$ cat src/rtl/c2_to_bcd_converter_if.sv
// Handshake and result bus of the binary-to-BCD converter.
// The master side requests conversions; the slave side (the converter)
// reports progress and presents the seven BCD digits.
interface c2_to_bcd_converter_if;
    logic        start;
    logic [22:0] value_C2;
    logic        busy;
    logic        done;
    logic [3:0]  d_1;
    logic [3:0]  d_2;
    logic [3:0]  d_3;
    logic [3:0]  d_4;
    logic [3:0]  d_5;
    logic [3:0]  d_6;
    logic [3:0]  d_7;

    modport master (
        output start, value_C2,
        input  busy, done, d_1, d_2, d_3, d_4, d_5, d_6, d_7
    );

    modport slave (
        input  start, value_C2,
        output busy, done, d_1, d_2, d_3, d_4, d_5, d_6, d_7
    );
endinterface

$ cat src/rtl/c2_to_bcd_converter.sv
// Sequential double-dabble converter: 23-bit unsigned binary to 7 BCD digits.
// One input bit is consumed per clock, MSB first, so a conversion takes
// exactly 23 cycles; done pulses on the edge performing the last shift and
// the digit registers change only on that edge (or on reset).
module c2_to_bcd_converter (
    input  logic                        clk,
    input  logic                        rst,
    c2_to_bcd_converter_if.slave        bus
);
    localparam int DATA_W = 23;
    localparam int DIGITS = 7;
    localparam int BCD_W  = 4 * DIGITS;

    typedef enum logic {IDLE, CONV} state_t;

    state_t                 state;
    state_t                 state_next;
    logic [DATA_W-1:0]      shift_reg;
    logic [DATA_W-1:0]      shift_next;
    logic [BCD_W-1:0]       scratch;
    logic [BCD_W-1:0]       scratch_next;
    logic [4:0]             count;
    logic [4:0]             count_next;
    logic [BCD_W-1:0]       digits;
    logic [BCD_W-1:0]       digits_next;
    logic                   busy;
    logic                   busy_next;
    logic                   done;
    logic                   done_next;

    logic [BCD_W-1:0]       adjusted;
    logic [BCD_W+DATA_W-1:0] shifted;

    // Add 3 to every nibble that is 5 or more, so the following left shift
    // carries correctly into the next decimal digit.
    function automatic logic [BCD_W-1:0] add3_all(input logic [BCD_W-1:0] s);
        logic [BCD_W-1:0] r;
        logic [3:0]       nib;
        r = s;
        for (int i = 0; i < DIGITS; i++) begin
            nib = s[4*i +: 4];
            r[4*i +: 4] = (nib >= 4'd5) ? nib + 4'd3 : nib;
        end
        return r;
    endfunction

    // One double-dabble step: adjust the scratch digits, then shift the
    // combined {scratch, shift register} left by one bit.
    always_comb begin
        adjusted = add3_all(scratch);
        shifted  = {adjusted, shift_reg} << 1;
    end

    // Next-state and datapath decode; every register holds unless changed.
    always_comb begin
        state_next   = state;
        shift_next   = shift_reg;
        scratch_next = scratch;
        count_next   = count;
        digits_next  = digits;
        busy_next    = 1'b0;
        done_next    = 1'b0;
        case (state)
            IDLE: begin
                if (bus.start) begin
                    shift_next   = bus.value_C2;
                    scratch_next = '0;
                    count_next   = 5'(DATA_W);
                    busy_next    = 1'b1;
                    state_next   = CONV;
                end
            end
            CONV: begin
                scratch_next = shifted[BCD_W+DATA_W-1:DATA_W];
                shift_next   = shifted[DATA_W-1:0];
                count_next   = count - 5'd1;
                if (count == 5'd1) begin
                    // Last bit consumed: publish the finished digits.
                    digits_next = shifted[BCD_W+DATA_W-1:DATA_W];
                    done_next   = 1'b1;
                    state_next  = IDLE;
                end else begin
                    busy_next   = 1'b1;
                end
            end
            default: state_next = IDLE;
        endcase
    end

    // State and datapath registers; reset aborts any conversion silently.
    always_ff @(posedge clk) begin
        if (rst) begin
            state     <= IDLE;
            shift_reg <= '0;
            scratch   <= '0;
            count     <= '0;
            digits    <= '0;
            busy      <= 1'b0;
            done      <= 1'b0;
        end else begin
            state     <= state_next;
            shift_reg <= shift_next;
            scratch   <= scratch_next;
            count     <= count_next;
            digits    <= digits_next;
            busy      <= busy_next;
            done      <= done_next;
        end
    end

    assign bus.busy = busy;
    assign bus.done = done;
    assign bus.d_1  = digits[3:0];
    assign bus.d_2  = digits[7:4];
    assign bus.d_3  = digits[11:8];
    assign bus.d_4  = digits[15:12];
    assign bus.d_5  = digits[19:16];
    assign bus.d_6  = digits[23:20];
    assign bus.d_7  = digits[27:24];
endmodule

$ cat src/flat_wrapper.sv
// flat-port wrapper written by rule: the top's interface ports become plain ports
module c2_to_bcd_converter_flat 
  (clk, rst, bus_start, bus_value_C2, bus_busy, bus_done, bus_d_1, bus_d_2, bus_d_3, bus_d_4, bus_d_5, bus_d_6, bus_d_7);
  c2_to_bcd_converter_if bus_i ();
  input  logic clk;
  input  logic rst;
  input wire logic [$bits(bus_i.start)-1:0] bus_start;
  input wire logic [$bits(bus_i.value_C2)-1:0] bus_value_C2;
  output wire logic [$bits(bus_i.busy)-1:0] bus_busy;
  output wire logic [$bits(bus_i.done)-1:0] bus_done;
  output wire logic [$bits(bus_i.d_1)-1:0] bus_d_1;
  output wire logic [$bits(bus_i.d_2)-1:0] bus_d_2;
  output wire logic [$bits(bus_i.d_3)-1:0] bus_d_3;
  output wire logic [$bits(bus_i.d_4)-1:0] bus_d_4;
  output wire logic [$bits(bus_i.d_5)-1:0] bus_d_5;
  output wire logic [$bits(bus_i.d_6)-1:0] bus_d_6;
  output wire logic [$bits(bus_i.d_7)-1:0] bus_d_7;
  assign bus_i.start = bus_start;
  assign bus_i.value_C2 = bus_value_C2;
  assign bus_busy = bus_i.busy;
  assign bus_done = bus_i.done;
  assign bus_d_1 = bus_i.d_1;
  assign bus_d_2 = bus_i.d_2;
  assign bus_d_3 = bus_i.d_3;
  assign bus_d_4 = bus_i.d_4;
  assign bus_d_5 = bus_i.d_5;
  assign bus_d_6 = bus_i.d_6;
  assign bus_d_7 = bus_i.d_7;
  c2_to_bcd_converter u_core (.clk(clk), .rst(rst), .bus(bus_i));
endmodule
$ cat config.mk
export PLATFORM = sky130hd
export DESIGN_NAME = c2_to_bcd_converter_flat
export DESIGN_NICKNAME = d
export VERILOG_FILES = /design/src/rtl/c2_to_bcd_converter_if.sv /design/src/rtl/c2_to_bcd_converter.sv /design/src/flat_wrapper.sv
export SDC_FILE = /design/constraint.sdc
export NUM_CORES = 1
export LEC_CHECK = 0
export ABC_CLOCK_PERIOD_IN_PS = 2000
export CAP_MARGIN = 20
export CORE_UTILIZATION = 54
export CTS_CLUSTER_DIAMETER = 120
export DETAILED_ROUTE_END_ITERATION = 6
export GPL_ROUTABILITY_DRIVEN = 0
export GPL_TIMING_DRIVEN = 0
export PLACE_DENSITY = 0.85
export SLEW_MARGIN = 20
export SYNTH_ARGS = -nofsm -noshare
export SYNTH_HDL_FRONTEND = slang
export SYNTH_SLANG_ARGS = --single-unit
$ cat constraint.sdc
create_clock -name clk -period 2 [get_ports clk]
set_clock_uncertainty 0.05 [all_clocks]
set_input_delay 0.3 -clock clk [delete_from_list [all_inputs] [get_ports clk]]
set_output_delay 0.3 -clock clk [all_outputs]
set_load 0.05 [all_outputs]
==> metrics <==
number of flops mapped to enable cells by yosys=0; # Post-CTS Setup Buffers=0; final setup violation count=0; reg2reg end=u_core.digits[6]; final hold vios=0; Clock Power Share=38.0%; Routed WL per cell=15.0 um; Core Area=6870 sq um; H-tree depth reported by CTS=3; hold path endpoint=u_core.scratch[25]; Synth Cell Area=3900 sq um; Cell Chain, Critical Path=clkdlybuf4s50_1; Post-Syn Area per Cell=8.81 sq um; Post-synth top flop=dfxtp_1; fin crit period=1940 ps; Num CTS Buffers=9; dpl ws=-20.2 ps; hpwl dp=6210 um; Layout Cells excl Fill=609; gr usage total=25.3%; crit-path max FO=5; Sequential Power Share=50.6%; root buf cell=clkbuf_8; port buffer count=54; Sequential Area=1720 sq um; Buf+Inv Stages, Crit Path=1; layout net count=550; Yosys reg bits=86; # clock sinks=86; setup_tns=0 ps; initial drt markers=252; Post-Synthesis Cells=443; Worst R2R Start=u_core.count[0]; total power=3.55 mW; TritonCTS clock tree=built; share of cells above drive strength 1=7.80%; FFs w/ async S/R, synth=0%; vias per inst=5.54; CP Data Required Time=1650 ps; RSZ-0062 raised after global routing=false; worst-skew pair later-pin latency=360 ps; pin count of the biggest net entering global routing=16; status=finished clean; Stages on worst setup path=1; Core Util, Final=69.7%; Synthesis Warnings=0; io pins=56; Starting Density=56.8%; antenna-violating nets left=0; R2R Setup Slk=290 ps; worst vdd ir=0.470 mV; Setup CP Type=flop to output pin; Critical-path top delay cell=clkdlybuf4s50_1; Comb power frac=11.3%; Filler cells=523; Net Count, Synth=485; clock slew at reported path FFs=90 ps; Die Height=87.0 um; LEAKAGE=2.00 nW; most frequent cells in the layout=dfxtp_1 (86), nor2_1 (64), clkdlybuf4s50_1 (54); initial antenna violation count=0; Slew HR=57.0%; Power Dens Cells=743 nW/um^2; commonest non-fill, non-tap cell in the layout=dfxtp_1; drt first pass iters=4; via count=3,372; Placed Cells=593; Final WS setup=56.9 ps; fin. max-slew vios=0; Multi-input gate area=1970 sq um; GRT overflow=0; Synth-to-Final Area Change=22.6%; largest buffer count on any clock path=2; Rows=30; worst hold-check path type=flop to flop; Post-CTS Hold Fix Bufs=0; Net Sw Power=0.909 mW; number of global-route vias before repair=3,202; Max-Cap Viols=0; Die Area=7570 sq um; FMAX=515 MHz; Crit path arrival time=1590 ps; Seq/Total Area, Yosys=44.1%; hold wc startpoint=u_core.scratch[25]; # diodes=0; first-pass GRT wire length=14,800 um; crit share post-route=97.2%; Synth cell types=34; CP delay by family, top=buffers and inverters; worst slew pin tran=646 ps; sw frac=25.6%; DR DRC count=0; Crit path largest cell delay=840 ps; crit path launch type=flop; crit end category=output pin; post-CTS sizing=0; DIE WIDTH=87.0 um; total wire length=9120 um; R2R cell count=4; hold path cells=2; Pint=2.65 mW
==> kinds of logic (layout without fill, tap and decap cells) <==
logic type / count (synthesis) / in the layout / synth area share, %
AOI/OAI and AO/OA: 118 / 118 / 19.6
DFF: 86 / 86 / 44.1
buffers and inverters: 45 / 115 / 5.48
muxes: 30 / 30 / 7.73
adders and majority gates: 16 / 16 / 5.13
and+or+nand+nor: 141 / 141 / 16.4
xor gates and xnor gates: 7 / 7 / 1.57
==> metal layers <==
metal | vias to the layer above | wire length, um | part of all wire, % | global-route usage [%]
li1 | 1666 | - | - | -
met3 | 16 | 510 | 5.6 | 3.98
met4 | 0 | 159 | 1.7 | 11.8
met5 | - | 0 | 0 | 0
met1 | 1569 | 3920 | 43 | 30.6
met2 | 121 | 4530 | 50 | 43.9
==> power by group through the flow <==
stage	clock (mW)	sequential (mW)	combinational (mW)
5_1_grt	1.45	1.81	0.436
6_report	1.35	1.80	0.403
3_3_place_gp	0	1.84	0.390
4_1_cts	1.36	1.80	0.402
3_5_place_dp	0	1.84	0.398
2_1_floorplan	0	1.87	0.221
==> cell type report <==
class                   count  share of cell area (%)
plain buffers              26                    2.98
clock buffers              10                    2.67
multi-input cells         312                    41.1
clock inverters             6                    1.96
repair buffers             54                    11.3
inverters                  19                    1.49
flip-flops and latches     86                    36.0
well taps                  96                    2.51
==> through the flow <==
stage / hold WS, ps / cell area (sq um)
2_1_floorplan: 375 / 3900
3_3_place_gp: 391 / 4560
3_5_place_dp: 405 / 4560
4_1_cts: 412 / 4780
5_1_grt: 443 / 4780
6_report: 412 / 4780
==> Yosys cell counts, types with 2 or more instances <==
cell type,n,area (sq um)
inv_1,18,67.6
ha_1,16,200
a21oi_1,43,215
a22o_1,9,78.8
a311oi_2,4,60.1
a32oi_1,4,35.0
and3_1,9,56.3
buf_6,3,33.8
a211oi_1,2,15.0
nand2b_1,9,56.3
xnor2_1,7,61.3
mux2i_1,29,290
o21ai_0,26,130
buf_2,9,45.0
buf_4,3,22.5
clkbuf_1,10,37.5
nor2_2,2,12.5
a21o_1,19,143
dfxtp_1,86,1720
nand3_1,3,15.0
nand2_1,35,131
o22ai_1,5,31.3
nor3b_1,9,67.6
nor2_1,64,240
a311oi_1,5,43.8
nor3_1,6,30.0
==> worst max path at each step <==
stage | start | endpoint | slack (ps)
6_report | u_core.state | bus_busy | 60
5_1_grt | u_core.state | bus_busy | 3
2_1_floorplan | u_core.state | u_core.shift_reg[22] | 400
3_3_place_gp | rst | u_core.state | -50
3_5_place_dp | rst | u_core.state | -20
4_1_cts | u_core.state | bus_busy | 50
Note: power is estimated with default switching activity, not from simulation.
